==> config.mk <==
export PLATFORM = sky130hd
export DESIGN_NAME = control_sequencer_flat
export DESIGN_NICKNAME = d
export VERILOG_FILES = /design/src/rtl/control_sequencer_if.sv /design/src/rtl/control_sequencer.sv /design/src/flat_wrapper.sv
export SDC_FILE = /design/constraint.sdc
export NUM_CORES = 1
export LEC_CHECK = 0
export CORE_ASPECT_RATIO = 0.7
export CORE_MARGIN = 10
export CORE_UTILIZATION = 39
export CTS_BUF_LIST = sky130_fd_sc_hd__clkbuf_16
export CTS_CLUSTER_DIAMETER = 50
export DETAILED_ROUTE_END_ITERATION = 8
export GPL_ROUTABILITY_DRIVEN = 0
export GPL_TIMING_DRIVEN = 0
export PLACE_DENSITY = 0.9
export SLEW_MARGIN = 20
export SYNTH_ARGS = -nofsm -noshare
export SYNTH_HDL_FRONTEND = slang
export SYNTH_SLANG_ARGS = --single-unit
==> constraint.sdc <==
create_clock -name clock -period 4 [get_ports clock]
set_input_delay 1 -clock clock [delete_from_list [all_inputs] [get_ports clock]]
set_output_delay 1 -clock clock [all_outputs]
set_load 0.005 [all_outputs]
==> src/rtl/control_sequencer_if.sv <==
// Control bundle between control_sequencer (master) and the bus-based datapath (slave).
// The master modport is the sequencer view: datapath status in, control strobes out.
interface control_sequencer_if;
  // Datapath status seen by the sequencer
  logic        run;
  logic [31:0] ir;
  logic        con;
  logic        mem_ready;

  // Bus-drive enables, at most one high per cycle
  logic pc_out;
  logic mdr_out;
  logic zlo_out;
  logic c_out;
  logic r_out;
  logic ba_out;

  // Register load enables
  logic pc_in;
  logic mar_in;
  logic mdr_in;
  logic ir_in;
  logic y_in;
  logic z_in;
  logic r_in;
  logic con_in;

  // Register select, ALU and memory controls, status
  logic gra;
  logic grb;
  logic inc_pc;
  logic add;
  logic read;
  logic write;
  logic running;
  logic illegal;
  logic fault;

  modport master (
    input  run, ir, con, mem_ready,
    output pc_out, mdr_out, zlo_out, c_out, r_out, ba_out,
    output pc_in, mar_in, mdr_in, ir_in, y_in, z_in, r_in, con_in,
    output gra, grb, inc_pc, add, read, write, running, illegal, fault
  );

  modport slave (
    output run, ir, con, mem_ready,
    input  pc_out, mdr_out, zlo_out, c_out, r_out, ba_out,
    input  pc_in, mar_in, mdr_in, ir_in, y_in, z_in, r_in, con_in,
    input  gra, grb, inc_pc, add, read, write, running, illegal, fault
  );
endinterface

==> src/rtl/control_sequencer.sv <==
// Hardwired control unit: fetch (T0..T2), decode IR[31:27] in T3, then per-instruction steps.
// Memory steps hold Read/Write until mem_ready. Optional watchdog: define CTRL_WATCHDOG_EN to
// turn a long memory stall into a sticky FAULT state (cleared only by clear).
module control_sequencer (
  input  logic                clock,
  input  logic                clear,
  control_sequencer_if.master bus
);

  localparam logic [4:0] OpLd   = 5'b00000;
  localparam logic [4:0] OpLdi  = 5'b00001;
  localparam logic [4:0] OpSt   = 5'b00010;
  localparam logic [4:0] OpAddi = 5'b01100;
  localparam logic [4:0] OpBr   = 5'b10010;
  localparam logic [4:0] OpNop  = 5'b11010;
  localparam logic [4:0] OpHalt = 5'b11011;

  typedef enum logic [4:0] {
    StIdle, StT0, StT1, StT1m, StT2, StT3,
    StLdT4, StLdT5, StLdT6, StLdT7,
    StStT4, StStT5, StStT6, StStT7,
    StAluT4, StAluT5,
    StBrT4, StBrT5, StBrT6,
    StHalted, StFault
  } state_e;

  state_e     state_q, state_d;
  state_e     next_instr;
  logic       in_wait;
  logic [4:0] opcode;

  assign opcode     = bus.ir[31:27];
  assign next_instr = bus.run ? StT0 : StIdle;

`ifdef CTRL_WATCHDOG_EN
  localparam logic [3:0] WaitLimit = 4'd15;
  logic [3:0] wait_cnt_q, wait_cnt_d;
`endif

  // Next-state selection; memory steps only advance when mem_ready is high
  always_comb begin
    state_d = state_q;
    in_wait = 1'b0;
    case (state_q)
      StIdle:  if (bus.run) state_d = StT0;
      StT0:    state_d = StT1;
      StT1:    state_d = StT1m;
      StT1m: begin
        in_wait = 1'b1;
        if (bus.mem_ready) state_d = StT2;
      end
      StT2:    state_d = StT3;
      StT3: begin
        case (opcode)
          OpLd:          state_d = StLdT4;
          OpLdi, OpAddi: state_d = StAluT4;
          OpSt:          state_d = StStT4;
          OpBr:          state_d = StBrT4;
          OpHalt:        state_d = StHalted;
          default:       state_d = next_instr;  // nop and unknown opcodes
        endcase
      end
      StLdT4:  state_d = StLdT5;
      StLdT5:  state_d = StLdT6;
      StLdT6: begin
        in_wait = 1'b1;
        if (bus.mem_ready) state_d = StLdT7;
      end
      StLdT7:  state_d = next_instr;
      StStT4:  state_d = StStT5;
      StStT5:  state_d = StStT6;
      StStT6:  state_d = StStT7;
      StStT7: begin
        in_wait = 1'b1;
        if (bus.mem_ready) state_d = next_instr;
      end
      StAluT4: state_d = StAluT5;
      StAluT5: state_d = next_instr;
      StBrT4:  state_d = StBrT5;
      StBrT5:  state_d = StBrT6;
      StBrT6:  state_d = next_instr;
      StHalted, StFault: state_d = state_q;
      default: state_d = StIdle;
    endcase

`ifdef CTRL_WATCHDOG_EN
    // Count stalled cycles in a wait step; any non-stalled cycle restarts the count
    wait_cnt_d = '0;
    if (in_wait && !bus.mem_ready) begin
      if (wait_cnt_q == WaitLimit - 4'd1) begin
        state_d = StFault;
      end else begin
        wait_cnt_d = wait_cnt_q + 4'd1;
      end
    end
`endif
  end

  // State register with synchronous active-low clear
  always_ff @(posedge clock) begin
    if (!clear) begin
      state_q <= StIdle;
`ifdef CTRL_WATCHDOG_EN
      wait_cnt_q <= '0;
`endif
    end else begin
      state_q <= state_d;
`ifdef CTRL_WATCHDOG_EN
      wait_cnt_q <= wait_cnt_d;
`endif
    end
  end

  // Strobe decode from the current step (and IR, which is stable from T3 on)
  always_comb begin
    bus.pc_out  = 1'b0;
    bus.mdr_out = 1'b0;
    bus.zlo_out = 1'b0;
    bus.c_out   = 1'b0;
    bus.r_out   = 1'b0;
    bus.ba_out  = 1'b0;
    bus.pc_in   = 1'b0;
    bus.mar_in  = 1'b0;
    bus.mdr_in  = 1'b0;
    bus.ir_in   = 1'b0;
    bus.y_in    = 1'b0;
    bus.z_in    = 1'b0;
    bus.r_in    = 1'b0;
    bus.con_in  = 1'b0;
    bus.gra     = 1'b0;
    bus.grb     = 1'b0;
    bus.inc_pc  = 1'b0;
    bus.add     = 1'b0;
    bus.read    = 1'b0;
    bus.write   = 1'b0;
    bus.illegal = 1'b0;
    bus.running = !(state_q inside {StIdle, StHalted, StFault});
`ifdef CTRL_WATCHDOG_EN
    bus.fault   = (state_q == StFault);
`else
    bus.fault   = 1'b0;
`endif
    case (state_q)
      StT0: begin
        bus.pc_out = 1'b1; bus.mar_in = 1'b1; bus.inc_pc = 1'b1; bus.z_in = 1'b1;
      end
      StT1:  begin bus.zlo_out = 1'b1; bus.pc_in = 1'b1; end
      StT1m: begin bus.read = 1'b1; bus.mdr_in = 1'b1; end
      StT2:  begin bus.mdr_out = 1'b1; bus.ir_in = 1'b1; end
      StT3: begin
        case (opcode)
          OpLd, OpLdi, OpSt: begin bus.grb = 1'b1; bus.ba_out = 1'b1; bus.y_in = 1'b1; end
          OpAddi:            begin bus.grb = 1'b1; bus.r_out = 1'b1; bus.y_in = 1'b1; end
          OpBr:              begin bus.gra = 1'b1; bus.r_out = 1'b1; bus.con_in = 1'b1; end
          OpNop, OpHalt:     ;
          default:           bus.illegal = 1'b1;
        endcase
      end
      StLdT4, StStT4, StAluT4, StBrT5: begin
        bus.c_out = 1'b1; bus.add = 1'b1; bus.z_in = 1'b1;
      end
      StLdT5, StStT5: begin bus.zlo_out = 1'b1; bus.mar_in = 1'b1; end
      StLdT6:  begin bus.read = 1'b1; bus.mdr_in = 1'b1; end
      StLdT7:  begin bus.mdr_out = 1'b1; bus.gra = 1'b1; bus.r_in = 1'b1; end
      StStT6:  begin bus.gra = 1'b1; bus.r_out = 1'b1; bus.mdr_in = 1'b1; end
      StStT7:  bus.write = 1'b1;
      StAluT5: begin bus.zlo_out = 1'b1; bus.gra = 1'b1; bus.r_in = 1'b1; end
      StBrT4:  begin bus.pc_out = 1'b1; bus.y_in = 1'b1; end
      // Branch taken only when the condition flop is set
      StBrT6:  begin bus.zlo_out = 1'b1; bus.pc_in = bus.con; end
      default: ;
    endcase
  end

endmodule
==> src/flat_wrapper.sv <==
// flat-port wrapper written by rule: the top's interface ports become plain ports
module control_sequencer_flat 
  (clock, clear, bus_run, bus_ir, bus_con, bus_mem_ready, bus_pc_out, bus_mdr_out, bus_zlo_out, bus_c_out, bus_r_out, bus_ba_out, bus_pc_in, bus_mar_in, bus_mdr_in, bus_ir_in, bus_y_in, bus_z_in, bus_r_in, bus_con_in, bus_gra, bus_grb, bus_inc_pc, bus_add, bus_read, bus_write, bus_running, bus_illegal, bus_fault);
  control_sequencer_if bus_i ();
  input  logic clock;
  input  logic clear;
  input wire logic [$bits(bus_i.run)-1:0] bus_run;
  input wire logic [$bits(bus_i.ir)-1:0] bus_ir;
  input wire logic [$bits(bus_i.con)-1:0] bus_con;
  input wire logic [$bits(bus_i.mem_ready)-1:0] bus_mem_ready;
  output wire logic [$bits(bus_i.pc_out)-1:0] bus_pc_out;
  output wire logic [$bits(bus_i.mdr_out)-1:0] bus_mdr_out;
  output wire logic [$bits(bus_i.zlo_out)-1:0] bus_zlo_out;
  output wire logic [$bits(bus_i.c_out)-1:0] bus_c_out;
  output wire logic [$bits(bus_i.r_out)-1:0] bus_r_out;
  output wire logic [$bits(bus_i.ba_out)-1:0] bus_ba_out;
  output wire logic [$bits(bus_i.pc_in)-1:0] bus_pc_in;
  output wire logic [$bits(bus_i.mar_in)-1:0] bus_mar_in;
  output wire logic [$bits(bus_i.mdr_in)-1:0] bus_mdr_in;
  output wire logic [$bits(bus_i.ir_in)-1:0] bus_ir_in;
  output wire logic [$bits(bus_i.y_in)-1:0] bus_y_in;
  output wire logic [$bits(bus_i.z_in)-1:0] bus_z_in;
  output wire logic [$bits(bus_i.r_in)-1:0] bus_r_in;
  output wire logic [$bits(bus_i.con_in)-1:0] bus_con_in;
  output wire logic [$bits(bus_i.gra)-1:0] bus_gra;
  output wire logic [$bits(bus_i.grb)-1:0] bus_grb;
  output wire logic [$bits(bus_i.inc_pc)-1:0] bus_inc_pc;
  output wire logic [$bits(bus_i.add)-1:0] bus_add;
  output wire logic [$bits(bus_i.read)-1:0] bus_read;
  output wire logic [$bits(bus_i.write)-1:0] bus_write;
  output wire logic [$bits(bus_i.running)-1:0] bus_running;
  output wire logic [$bits(bus_i.illegal)-1:0] bus_illegal;
  output wire logic [$bits(bus_i.fault)-1:0] bus_fault;
  assign bus_i.run = bus_run;
  assign bus_i.ir = bus_ir;
  assign bus_i.con = bus_con;
  assign bus_i.mem_ready = bus_mem_ready;
  assign bus_pc_out = bus_i.pc_out;
  assign bus_mdr_out = bus_i.mdr_out;
  assign bus_zlo_out = bus_i.zlo_out;
  assign bus_c_out = bus_i.c_out;
  assign bus_r_out = bus_i.r_out;
  assign bus_ba_out = bus_i.ba_out;
  assign bus_pc_in = bus_i.pc_in;
  assign bus_mar_in = bus_i.mar_in;
  assign bus_mdr_in = bus_i.mdr_in;
  assign bus_ir_in = bus_i.ir_in;
  assign bus_y_in = bus_i.y_in;
  assign bus_z_in = bus_i.z_in;
  assign bus_r_in = bus_i.r_in;
  assign bus_con_in = bus_i.con_in;
  assign bus_gra = bus_i.gra;
  assign bus_grb = bus_i.grb;
  assign bus_inc_pc = bus_i.inc_pc;
  assign bus_add = bus_i.add;
  assign bus_read = bus_i.read;
  assign bus_write = bus_i.write;
  assign bus_running = bus_i.running;
  assign bus_illegal = bus_i.illegal;
  assign bus_fault = bus_i.fault;
  control_sequencer u_core (.clock(clock), .clear(clear), .bus(bus_i));
endmodule
* After elaboration in Yosys (flattened, before gate mapping)
Cells that the tools add are included.
** Word-level totals
- Register bits after elaboration :: 5
- Latch bits :: 0
- Bits in writable memories :: 0
- ROM bits :: 0
- Output and inout bits :: 23
- Memories kept :: 0
** Operators by class
- $add $sub $neg :: 0
- Multiply operators :: 0
- Divide/modulo/power cells :: 0
- Order comparisons :: 0
- Equality and inequality tests :: 30
- Shift-type cells :: 0
- Multiplexer cells :: 32
- Bitwise operators :: 1
- Reductions and logical operators :: 22
** Operators by type and width (count)
- 5-bit one-hot mux with 18 select lines :: 1
- 5-bit by 4-bit equality test with 1-bit output (second input constant) :: 9
- 5-bit equality test (second input constant) :: 8
- 5-bit one-hot mux with 5 select lines :: 1
- 1-bit two-way mux :: 22
- 5-bit by 3-bit equality test with 1-bit output (second input constant) :: 4
- 5-bit two-way mux :: 4
- 5-bit by 2-bit equality test with 1-bit output (second input constant) :: 3
- 3-bit OR reduction :: 5
- 2-bit OR reduction :: 7
- 5-bit by 1-bit equality test with 1-bit output (second input constant) :: 2
- 5-bit logical NOT :: 2
- 5-bit OR reduction :: 2
- 2-bit != test (second input constant) :: 4
- 1-bit one-hot mux with 2 select lines :: 4
- 4-bit OR reduction :: 2
- 7-bit OR reduction :: 1
- 5-bit AND reduction :: 1
- 3-bit nonzero test :: 1
- 1-bit logical NOT :: 1
- 1-bit NOT :: 1

* Longest topological paths before layout
- Word-level depth :: 4
- Gate-level depth with buffers :: 7
- Mapped depth without buffers :: 5

* Least setup slack after synthesis
No wires, ideal clock.
- Path kind :: input to output
- Start :: input bus_ir[29]
- End :: output bus_gra
- Data arrival time :: 2.133 ns
- Required time :: 3.000 ns
- Setup slack :: 0.867 ns
- Cell stages on the path :: 6
- Cells stage by stage :: buf_2 > or2_2 > clkbuf_1 > o41ai_1 > nand3_1 > nand2b_1
** On the way
- Word-level cells in the longest chain between the ends :: 3
** RTL lines
- from (decl) :: RTL line flat_wrapper.sv:8 : input wire logic [$bits(bus_i.ir)-1:0] bus_ir;
- 5-bit equality test :: RTL line control_sequencer.sv:151 : case (opcode)
- 1-bit two-way mux :: RTL line control_sequencer.sv:151
- 1-bit one-hot mux with 2 select lines :: RTL line control_sequencer.sv:143 : case (state_q)
- to (decl) :: RTL line flat_wrapper.sv:25 : output wire logic [$bits(bus_i.gra)-1:0] bus_gra;
Every way passes these cells.

* Final worst setup path
- Start :: input bus_ir[30]
- End :: output bus_y_in
** On the way
- Word-level cells in the longest chain between the ends :: 4
- Elaborated cells on any way between the ends :: 7
** RTL lines
- 5-bit by 1-bit equality test with 1-bit output (tied with other cells) :: RTL line control_sequencer.sv:151
- 4-bit OR reduction (no source line) (*)
- 1-bit two-way mux (*) :: RTL line control_sequencer.sv:151
- 1-bit one-hot mux with 2 select lines (*) :: RTL line control_sequencer.sv:143
- to (decl) :: RTL line flat_wrapper.sv:21 : output wire logic [$bits(bus_i.y_in)-1:0] bus_y_in;
Mark *: on every way between the ends. The rest lies on a longest branch, timed or not.

==> impl_metrics.ini <==
[global_route]
grt_use_met2_pct = 21.4
grt_max_degree = 11
overflow = 0
first_global_vias = 1093
busiest_layer = met2
grt_use_met1_pct = 18.0
gr-usage-met3_pct = 5.01
grt_pass1_wl_um = 5410
grt_util_all_layers_pct = 13.7
antenna_found_initial = 0

[synthesis]
netlist_instances = 145
netlist_area_um2 = 916
ys_types = 49
yosysSeqAreaShare_pct = 10.9
synth_edf_count = 0
synth_ff_type = dfxtp_1
ys_ff_latch = 5
syn_nets = 182
syn_avg_cell_area_um2 = 6.32
async_flop_share_pct = 0
yosys_warnings = 0

[final_layout]
antenna_cells = 0
mostFrequentLayoutCells = 28 x clkdlybuf4s50_1, 17 x nand2_1, 17 x nor2_1
stdcell_count = 209
largest_register_ffs = 5
final_common_cell = clkdlybuf4s50_1
drive_gt1_share_pct = 10.7
reg_top3 = u_core.state_q x5
area_growth_pct = 45.5
final_area_um2 = 1330
regMostFlops = u_core.state_q
layout.nets = 215
num-fill-cells = 201

[floorplanning]
dieArea_um2 = 4720
rows = 14
fp.dieW_um = 77.9
io_pins = 60
die_h_um = 60.5
start_util_pct = 41.8
coreArea_um2 = 2190

[placement]
pre_cts_ws_ns = -0.178
post-place-cells = 206
hpwlAfterDp_um = 2600
io_buffers = 29
place_area_um2 = 1250

[drt]
drc = 0
drtPass1Iterations = 4
vias = 1256
avgViaCountPerCell = 6.01
antenna_left = 0
drtIter0Drc = 170
wire_per_inst_um = 16.2
wl_um = 3380

[worst_setup_path]
path_max_fanout = 10
worst_setup_path_start_kind = input port
cp.required_ns = 3.00
critical_path_arrival_ns = 2.99
crit_type = in -> out
cp-end-kind = output port

[clock_tree]
cts_root_buf = clkbuf_16
clock_latency_ns = 0.22
tritoncts = yes
post_cts_buffers = 0
clkTransAtPathRegs_ns = 0.03
cts_made_buffers = 3
h-tree-depth = 1
cts_sinks = 5
clock_path_buffers = 2

[sta]
setup_slack_ns = 0.0128
finalCritPeriodShare_pct = 99.7
slew_violations = 0
hold_viol_final = 0
holdWs_ns = 0.752
rsz0062_at_grt = true
worstMarginPinSlew_ns = 0.588
relSlewSlack_pct = 60.7
fmax_mhz = 251
skew_ns = 0.00289
final.min_clock_period_ns = 3.99
setup_violations = 0

[worst_hold_path]
worstHoldPathType = reg -> reg

[pwr]
leakage_nw = 0.526
p_per_area_nw_per_um2 = 325
finalPower_mw = 0.433
peakVddDrop_mv = 0.202

[status]
status = complete, no violations

[flow_run]
drv_cap = 0
cell families (layout without fill, tap and decap cells):
group	Yosys count	after routing	synth area share (%)
xor gates and xnor gates	5	5	4.78
other	1	1	0.409
DFF	5	5	10.9
AOI/OAI and AO/OA	39	39	31.3
and+or+nand+nor	72	72	40.8
buffers and inverters	23	55	11.7
metal layers:
| metal | part of all wire, % | vias to the layer above |
|---|---|---|
| li1 | - | 589 |
| met1 | 42 | 571 |
| met2 | 44 | 96 |
| met3 | 14 | 0 |
| met4 | 0 | 0 |
| met5 | 0 | - |
final timing paths:
check,startpoint,to,slack [ns],depth (start not counted)
worst max-delay path,bus_ir[30],bus_y_in,0.01,8
worst min-delay path,u_core.state_q[1],u_core.state_q[3],0.75,3
worst max register to register,u_core.state_q[2],u_core.state_q[2],2.16,6
worst min register to register,u_core.state_q[1],u_core.state_q[3],0.75,3
metrics by stage:
stage	util, %	TNS, ns
after floorplan	-	0
after global placement	56.9	-0.203
after detailed placement	56.9	-0.455
after CTS	60.6	0
after global routing	60.9	-0.0744
final	60.9	0
critical path, cell delays in order:
cell             delay (ns)
clkdlybuf4s50_1        0.48
buf_4                  0.17
nand2_1                0.09
or2_2                  0.30
a21oi_1                0.15
o21a_1                 0.17
a31o_2                 0.12
clkdlybuf4s50_1        0.50
where the power goes:
part           switching, mW  total [mW]  internal, mW
Sequential           0.00751      0.0636        0.0561
Clock                 0.0295       0.159         0.129
Combinational          0.112       0.211        0.0990
synthesized netlist by cell type (2+ instances only):
cell | n | share of area (%)
nand2_1 | 17 | 7.0
nor2_1 | 17 | 7.0
clkbuf_1 | 10 | 4.1
nand3_1 | 8 | 4.4
a21oi_1 | 7 | 3.8
inv_1 | 6 | 2.5
o31ai_1 | 6 | 4.9
dfxtp_1 | 5 | 11
a211oi_1 | 4 | 3.3
and3_1 | 4 | 2.7
nand2b_1 | 4 | 2.7
o21ai_0 | 4 | 2.2
buf_4 | 3 | 2.5
nand4_1 | 3 | 2.0
nor3_1 | 3 | 1.6
nor4_1 | 3 | 2.0
or2_2 | 3 | 2.0
xnor2_1 | 3 | 2.9
a22o_1 | 2 | 1.9
a31oi_1 | 2 | 1.4
buf_2 | 2 | 1.1
xor2_1 | 2 | 1.9
repair_timing:
item | 4_1_cts | 5_1_grt
gates resized for setup | 3 | 6
hold buffers | 0 | 0
endpoints found under the setup margin | 4 | 3
area by class of cell:
cell class,instances,area (µm²),area share [%]
buffer,16,90.1,6.76
clock buffer,3,75.1,5.63
clock inverter,1,3.75,0.282
inverter,6,22.5,1.69
multi-input combinational,117,708,53.1
sequential,5,100,7.51
tap,32,40.0,3.00
timing repair buffer,29,293,22.0
(Power assumes the default switching activity.)
==> RTL edit: new RTL, same settings <==
The option `CTRL_WATCHDOG_EN` is turned on by a define.
--- a/src/rtl/control_sequencer.sv
+++ b/src/rtl/control_sequencer.sv
@@ -3,2 +3,4 @@
 // turn a long memory stall into a sticky FAULT state (cleared only by clear).
+`define CTRL_WATCHDOG_EN
+
 module control_sequencer (
Formal check against the unedited RTL: same outputs for any inputs over 10 cycles, from zero or initial values; that may be too few to reach the edited logic, so the function may still have changed.
==> RTL edit against the unedited design <==
Synthesized area up 30%. Final area increased by 22%. Routed wire length rose by 3.3%. Setup slack improved by 130 ps. Sequential cell count increased by 4. Fmax is 3.3% higher. Sequential share of layout area rose by 3.6 points. Power fell by 5.7%.
==> RTL edit: results (changes against the unedited design) <==
vias in the first global route 1233 (+13%); wire per inst 14.3 um (-11%); pin count of the biggest net entering global routing 11 (unchanged); worst min path class reg2reg; antenna violations before repair 0 (unchanged); number of fillers in the final layout 279 (+39%); Total Routing Usage GR 0.120 (-0.0166); Setup Fix Bufs, Post-CTS 0 (unchanged); Post-Route Skew 3.18 ps (+0.289 ps); leading register cell type out of synthesis dfxtp_1; Lkg Pwr 0.687 nW (+31%); First-pass DRT Iterations 5 (+1); largest vdd supply drop 216 uV (+7.0%); synthesis warning total 0 (unchanged); leading cell types by total area after synthesis dfxtp_1 (15%), nor2_1 (7.9%), o21ai_0 (5.5%), a21oi_1 (5.1%), nand2_1 (5.1%); max-slew headroom at the worst pin 0.713 (+0.106); number of DRC markers after the initial detailed-route iteration 201 (+18%); Synth cell types 51 (+4.1%); fraction of layout cells with a size suffix above 1 0.144 (+0.0369); result of the run finished, final reports clean; top flop regs u_core.state_q (5), u_core.wait_cnt_q (4); maximum net fanout on the critical path 10 (unchanged); Worst-path clk slew 40 ps; most numerous cell types in the synthesized netlist nor2_1 (25), nand2_1 (16), o21ai_0 (13); final antenna diode count 0 (unchanged); fraction of the yosys area taken by sequential cells 0.152 (+0.0426); post-placement cell area 1530 um^2 (+23%); Port Buf Inserts 30 (+3.4%); number of buffers created by CTS 3 (unchanged); number of vias in the routed layout 1408 (+12%); first-pass GRT wire length 5.76 mm (+6.5%); placed wire-length estimate 2.75 mm (+5.7%); worst-skew pair later-pin latency 230 ps; syn nets 213 (+17%); post-synthesis async set-or-reset flop share 0 (unchanged); WP data arrival 2860 ps (-130 ps); count of nets after finishing 248 (+15%); sum of negative setup slack 0 ps (unchanged); Clk Tree Root Cell clkbuf_16; largest buffer count on any clock path 2 (unchanged); total number of H-tree levels 1 (unchanged)
-- RTL edit: cell types whose count changed in the layout (fill, tap and decap cells not counted), moves of 5 or more --
cell / before / now
o31ai_1: 6 / 0
buf_2: 2 / 9
nor3_1: 3 / 9
o22ai_1: 0 / 6
o21ai_0: 4 / 13
nor2_1: 17 / 25
a21oi_1: 7 / 12
-- RTL edit: routing by layer --
layer	vias to the layer above	routed length [um]	GRT usage
li1	683	-	-
met1	631	1560	0.154
met2	81	1420	0.181
met3	13	454	0.0579
met4	0	54	0.0143
met5	-	0	0
-- RTL edit: power breakdown --
| group | switching, mW | total [mW] | internal (mW) |
|---|---|---|---|
| combinational | 0.0758 | 0.144 | 0.0681 |
| clock | 0.0390 | 0.169 | 0.130 |
| sequential | 0.00195 | 0.0953 | 0.0933 |
| total | 0.117 | 0.408 | 0.292 |
-- RTL edit: worst paths after layout --
check,startpoint,end,slack [ps],depth (start not counted)
setup / recovery,bus_ir[28],bus_r_out,140,8
hold / removal,u_core.wait_cnt_q[0],u_core.wait_cnt_q[0],470,1
setup reg to reg,u_core.state_q[0],u_core.state_q[3],2500,5
hold reg to reg,u_core.wait_cnt_q[0],u_core.wait_cnt_q[0],470,1
-- RTL edit: stage by stage --
step                      std cells  worst slack [ps]  hold WS, ps
after floorplan                 174              1010          430
after global placement          240              41.8          446
after detailed placement        240              30.1          460
after CTS                       244              26.2          471
after global routing            244              3.57          510
final                           244               141          466
-- RTL edit: cells by family after synthesis --
kind of cell	after synthesis	share of synthesized area
and+or+nand+nor	82	0.380
buffers and inverters	22	0.104
AOI/OAI and AO/OA	51	0.283
adders and majority gates	2	0.0211
muxes	1	0.00844
DFF	9	0.152
xor gates and xnor gates	7	0.0517
-- RTL edit: cell type report --
class	count	area, um^2	share of cell area
multi-input cells	143	891	0.549
well taps	36	45.0	0.0278
clock inverters	1	3.75	0.00231
repair buffers	30	303	0.187
plain buffers	17	105	0.0648
clock buffers	3	75.1	0.0463
inverters	5	18.8	0.0116
flip-flops and latches	9	180	0.111
-- RTL edit: worst max-delay path, cell delays in order --
cell and delay (ps):
clkdlybuf4s50_1 460, buf_2 190, nand2_1 130, nor3_4 180, nand2_1 70, mux2i_1 150
a32o_1 180, clkdlybuf4s50_1 500
-- RTL edit: what timing repair did --
item                       CTS  global route
hold endpoints to repair     0             0
setup endpoints to repair    0             1
resized for setup            0             3
